===== src/rtl/uart_rx.sv =====
// uart_rx: 8N1 UART receiver with a single-entry holding register and valid/ack handshake.
//
// Parameters:
//   CLK_FREQ   input clock frequency in Hz
//   BAUD_RATE  line rate in bit/s; DIV = CLK_FREQ/BAUD_RATE, HALF = DIV/2
//
// Ports:
//   clk        clock, all logic on its rising edge
//   rst        asynchronous active-high reset
//   rx_io      asynchronous serial line, idle high, LSB first
//   data_out   last received byte, stable while valid is high
//   valid      byte available, held until ack
//   ack        consumer accepts data_out (ignored while valid is low)
//   frame_err  one-cycle pulse on a bad stop bit (or bad parity)
//   overrun    sticky, a completed byte was dropped because valid was still high
//   busy       high whenever the receiver is not idle
//
// Optional feature: define UART_RX_PARITY_EN for even-parity framing (8E1).
module uart_rx #(
  parameter int unsigned CLK_FREQ  = 50_000_000,
  parameter int unsigned BAUD_RATE = 115200
) (
  input  logic       clk,
  input  logic       rst,
  input  logic       rx_io,
  output logic [7:0] data_out,
  output logic       valid,
  input  logic       ack,
  output logic       frame_err,
  output logic       overrun,
  output logic       busy
);

  localparam int unsigned DIV  = CLK_FREQ / BAUD_RATE;
  localparam int unsigned HALF = DIV / 2;
  localparam int unsigned CW   = (DIV > 1) ? $clog2(DIV) : 1;
  localparam logic [CW-1:0] LoadFull = CW'(DIV - 1);
  localparam logic [CW-1:0] LoadHalf = CW'(HALF - 1);

  typedef enum logic [2:0] {
    StIdle,
    StStart,
    StData,
`ifdef UART_RX_PARITY_EN
    StParity,
`endif
    StStop,
    StWaitHigh
  } state_e;

  logic          sync1_q, rx_s;
  state_e        state_q, state_d;
  logic [CW-1:0] cnt_q, cnt_d;
  logic [2:0]    idx_q, idx_d;
  logic [7:0]    shift_q, shift_d;
  logic [7:0]    data_q, data_d;
  logic          valid_q, valid_d;
  logic          ferr_q, ferr_d;
  logic          ovr_q, ovr_d;
  logic          deliver;
  logic          expired;
  logic          par_bad;

`ifdef UART_RX_PARITY_EN
  logic par_err_q, par_err_d;
  assign par_bad = par_err_q;
`else
  assign par_bad = 1'b0;
`endif

  assign expired   = (cnt_q == '0);
  assign data_out  = data_q;
  assign valid     = valid_q;
  assign frame_err = ferr_q;
  assign overrun   = ovr_q;
  assign busy      = (state_q != StIdle);

  // Stages reset to 1 so a line held low across reset never looks like a fresh start edge.
  always_ff @(posedge clk or posedge rst) begin
    if (rst) begin
      sync1_q <= 1'b1;
      rx_s    <= 1'b1;
    end else begin
      sync1_q <= rx_io;
      rx_s    <= sync1_q;
    end
  end

  always_ff @(posedge clk or posedge rst) begin
    if (rst) begin
      state_q   <= StIdle;
      cnt_q     <= '0;
      idx_q     <= '0;
      shift_q   <= '0;
      data_q    <= '0;
      valid_q   <= 1'b0;
      ferr_q    <= 1'b0;
      ovr_q     <= 1'b0;
`ifdef UART_RX_PARITY_EN
      par_err_q <= 1'b0;
`endif
    end else begin
      state_q   <= state_d;
      cnt_q     <= cnt_d;
      idx_q     <= idx_d;
      shift_q   <= shift_d;
      data_q    <= data_d;
      valid_q   <= valid_d;
      ferr_q    <= ferr_d;
      ovr_q     <= ovr_d;
`ifdef UART_RX_PARITY_EN
      par_err_q <= par_err_d;
`endif
    end
  end

  always_comb begin
    state_d   = state_q;
    cnt_d     = cnt_q;
    idx_d     = idx_q;
    shift_d   = shift_q;
    data_d    = data_q;
    valid_d   = valid_q;
    ovr_d     = ovr_q;
    ferr_d    = 1'b0;
    deliver   = 1'b0;
`ifdef UART_RX_PARITY_EN
    par_err_d = par_err_q;
`endif

    case (state_q)
      StIdle: begin
        if (!rx_s) begin
          state_d = StStart;
          cnt_d   = LoadHalf;
        end
      end
      StStart: begin
        if (!expired) begin
          cnt_d = cnt_q - CW'(1);
        end else if (!rx_s) begin
          state_d = StData;
          cnt_d   = LoadFull;
          idx_d   = '0;
        end else begin
          // Start bit vanished by mid-bit: treat as a glitch.
          state_d = StIdle;
        end
      end
      StData: begin
        if (!expired) begin
          cnt_d = cnt_q - CW'(1);
        end else begin
          shift_d[idx_q] = rx_s;
          cnt_d          = LoadFull;
          if (idx_q == 3'd7) begin
            idx_d   = '0;
`ifdef UART_RX_PARITY_EN
            state_d = StParity;
`else
            state_d = StStop;
`endif
          end else begin
            idx_d = idx_q + 3'd1;
          end
        end
      end
`ifdef UART_RX_PARITY_EN
      StParity: begin
        if (!expired) begin
          cnt_d = cnt_q - CW'(1);
        end else begin
          par_err_d = (^shift_q) ^ rx_s;
          cnt_d     = LoadFull;
          state_d   = StStop;
        end
      end
`endif
      StStop: begin
        if (!expired) begin
          cnt_d = cnt_q - CW'(1);
        end else if (!rx_s) begin
          // Bad stop bit: wait out a possible break before hunting for a new start.
          ferr_d  = 1'b1;
          state_d = StWaitHigh;
        end else if (par_bad) begin
          ferr_d  = 1'b1;
          state_d = StIdle;
        end else begin
          deliver = 1'b1;
          state_d = StIdle;
        end
      end
      StWaitHigh: begin
        if (rx_s) begin
          state_d = StIdle;
        end
      end
      default: state_d = StIdle;
    endcase

    // Holding register handshake; an ack in the delivery cycle frees the slot for the new byte.
    if (deliver) begin
      if (!valid_q || ack) begin
        data_d  = shift_q;
        valid_d = 1'b1;
      end else begin
        ovr_d = 1'b1;
      end
    end else if (ack && valid_q) begin
      valid_d = 1'b0;
      ovr_d   = 1'b0;
    end
  end

endmodule


===== config.mk =====
export PLATFORM = sky130hd
export DESIGN_NAME = uart_rx
export DESIGN_NICKNAME = d
export VERILOG_FILES = /design/src/rtl/uart_rx.sv
export SDC_FILE = /design/constraint.sdc
export NUM_CORES = 1
export LEC_CHECK = 0
export ABC_CLOCK_PERIOD_IN_PS = 3500
export CORE_UTILIZATION = 50
export CTS_CLUSTER_DIAMETER = 50
export DETAILED_ROUTE_END_ITERATION = 6
export MAX_ROUTING_LAYER = met4
export PLACE_DENSITY_LB_ADDON = 0.05
export SLEW_MARGIN = 15
export SYNTH_ARGS = -nofsm -noshare
export SYNTH_HDL_FRONTEND = slang
export SYNTH_SLANG_ARGS = --single-unit
export TNS_END_PERCENT = 30

===== constraint.sdc =====
create_clock -name clk -period 3.5 [get_ports clk]
set_input_delay 0.35 -clock clk [delete_from_list [all_inputs] [get_ports clk]]
set_output_delay 0.35 -clock clk [all_outputs]
set_load 0.01 [all_outputs]

==> run summary <==
======================================================================================================
Number of CTS-inserted buffers ..........................................................            5
# setup viols final .....................................................................            0
Number of global-route vias before repair ...............................................        1,437
Vias/cell ...............................................................................         5.98
Top-Level Pins ..........................................................................           16
Root buffer selected by CTS .............................................................     clkbuf_8
GRT Residual Overflow ...................................................................            0
Data arrival time of the critical path ..................................................      2.53 ns
Gate count after technology mapping .....................................................          181
IO buf count ............................................................................           15
Slew at the pin closest to its max-slew limit ...........................................     0.606 ns
Static leakage ..........................................................................  0.000967 uW
Fraction of synthesis flops using an asynchronous set or reset pin ......................         1.00
Maximum vdd ir drop .....................................................................       302 uV
Reg area ................................................................................      903 um2
Sequential share of the synthesized area ................................................        0.475
Worst clock skew ........................................................................   0.00541 ns
Power per cell area .....................................................................   374 nW/um2
Total Die Area ..........................................................................     4050 um2
Core region area ........................................................................     3660 um2
Peak fanout along the critical path .....................................................            8
Final Cycle Share .......................................................................        0.676
DR DRC count ............................................................................            0
Total number of vias ....................................................................        1,465
Multi-input gate area ...................................................................      936 um2
Startpoint-to-endpoint class of the critical path .......................................      reg2reg
Final setup slack of the worst path .....................................................      1.13 ns
Final Slew Violations ...................................................................            0
Number of failing hold endpoints at the final stage .....................................            0
Post-CTS Hold Fix Bufs ..................................................................            0
Number of storage elements in the synthesis netlist .....................................           36
Area growth from synthesis to layout ....................................................        16.5%
Number of synthesized flops with an enable pin ..........................................            0
# clock sinks ...........................................................................           36
Average wire per standard cell ..........................................................      15.9 um
Unrepaired setup endpoints after global routing .........................................        false
Number of DRC markers after the initial detailed-route iteration ........................          137
Width of the die ........................................................................      63.7 um
Count of antenna diodes in the layout ...................................................            0
Starting Density ........................................................................        0.519
Deepest level of the CTS H-tree .........................................................            2
Clock transition at the register clock pins on the worst setup and hold paths after CTS .      0.07 ns
Dpl ws ..................................................................................      1.17 ns
Maximum number of pins on one net before global-route repair ............................           37
Fraction of layout cells with a size suffix above 1 .....................................        0.183
Number of nets in the final layout ......................................................          203
Avg Inst Size Synth .....................................................................     10.5 um2
Number of max-cap violations ............................................................            0
Antenna violations before repair ........................................................            0
Combined area of all synthesized cells ..................................................     1900 um2
Number of fillers in the final layout ...................................................          303
FMAX ....................................................................................      423 MHz
Relative slew slack .....................................................................        0.595
First-pass DRT Iterations ...............................................................            4
Resize count post-CTS ...................................................................            0
Class of the worst hold path ............................................................      reg2reg
Utilization after layout ................................................................        0.605
Number of unique standard cell types used by synthesis ..................................           52
Clock insertion delay at the later pin of the skew report ...............................      0.29 ns
Number of buffers on the longest clock path .............................................            2
Critical path required time .............................................................      3.67 ns
First-pass GRT wire length ..............................................................      6760 um
Outcome ................................................................................. finished, final reports clean
Half-perimeter wire length after placement ..............................................      2820 um
Post-Synthesis Net Count ................................................................          188
Die Span Y ..............................................................................      63.7 um
Post-CTS setup buffer count .............................................................            0
Clock tree from TritonCTS ...............................................................        built
Wire length after detailed routing ......................................................      3890 um
Critical Path Source Type ...............................................................    flip-flop
Post-synth top flop .....................................................................      dfrtp_1
Number of routed nets with antenna violations ...........................................            0
Worst setup EP type .....................................................................    flip-flop
Global router's overall resource usage ..................................................        0.227
RD Place Congestion .....................................................................        0.875
Min Tclk post-route .....................................................................      2.37 ns
Yosys synthesis warning count ...........................................................            0
Total negative setup slack ..............................................................         0 ns
Site row count ..........................................................................           22
======================================================================================================
## worst max-delay path, cell delays in order (launching register included)
cell	delay, ns
dfrtp_1	0.43
inv_1	0.08
ha_1	0.23
nor4b_2	0.44
nand2_1	0.23
nor3_4	0.44
mux2_2	0.39
## registers in the layout (all words and copies together), names as in the netlist
| signal | flops |
|---|---|
| data_out | 8 |
| cnt_q | 9 |
| idx_q | 3 |
| overrun | 1 |
| frame_err | 1 |
| sync1_q | 1 |
| rx_s | 1 |
| state_q | 3 |
| shift_q | 8 |
| valid | 1 |
## logic make-up after synthesis
group / count (synthesis) / share of synthesized area
mux: 19 / 0.111
fa+ha+maj: 3 / 0.0198
compound gates: 36 / 0.139
xor+xnor: 1 / 0.00461
flops: 36 / 0.475
buf+inv: 16 / 0.0323
simple gates: 70 / 0.218
## layout by cell type (no fill, tap or decap), types with 3 or more instances in the layout
cell,n
dfrtp_1,34
mux2_2,16
nand2_1,15
clkdlybuf4s50_1,15
nor2_1,13
inv_1,8
nor3_1,8
clkbuf_8,7
a21oi_1,6
o21ai_0,6
nand3_1,5
nor4_1,5
nand4_1,3
ha_1,3
## Yosys cell counts (3+ instances only)
cell	count	area, um2
dfrtp_1	34	851
mux2_2	16	180
nand2_1	15	56.3
nor2_1	13	48.8
inv_1	8	30.0
nor3_1	8	40.0
clkbuf_1	7	26.3
a21oi_1	6	30.0
o21ai_0	6	30.0
nand3_1	5	25.0
nor4_1	5	31.3
ha_1	3	37.5
nand4_1	3	18.8
## per-stage QoR
| step | cells | cell area (um2) | hold slack [ns] | total power, uW |
|---|---|---|---|---|
| floorplan | 181 | 1900 | 0.345 | 438 |
| global placement | 237 | 2090 | 0.347 | 446 |
| detailed placement | 237 | 2090 | 0.353 | 446 |
| CTS | 245 | 2210 | 0.366 | 839 |
| global route | 245 | 2210 | 0.371 | 859 |
| finish | 245 | 2210 | 0.365 | 829 |
## power breakdown
group          switching [uW]  internal [uW]
Combinational            10.3           5.55
Clock                     140            251
Sequential               3.03            418
Total                     154            675
## worst paths after layout
kind / cells after the start / slack [ns] / end / start
min: 0 / 0.37 / rx_s / sync1_q
min reg2reg: 0 / 0.37 / rx_s / sync1_q
max in group asynchronous: 3 / 2.70 / rx_s / rst
max reg2reg: 6 / 1.13 / data_out[4] / cnt_q[0]
min in group asynchronous: 3 / 0.45 / data_out[7] / rst
max: 6 / 1.13 / data_out[4] / cnt_q[0]
## final cells by class
class                   instances  share of cell area
flip-flops and latches         36               0.408
clock buffers                   7              0.0435
repair buffers                 16              0.0712
well taps                      48              0.0271
multi-input cells             129               0.423
clock inverters                 1              0.0136
inverters                       8              0.0136
## metal layers
metal,vias up,routed length [um],GRT usage
met5,-,0,-
met4,0,85,0.125
met3,12,139,0.0507
met2,38,1940,0.352
met1,713,1720,0.273
li1,702,-,-
No activity file was read; power rests on OpenSTA's default activity.
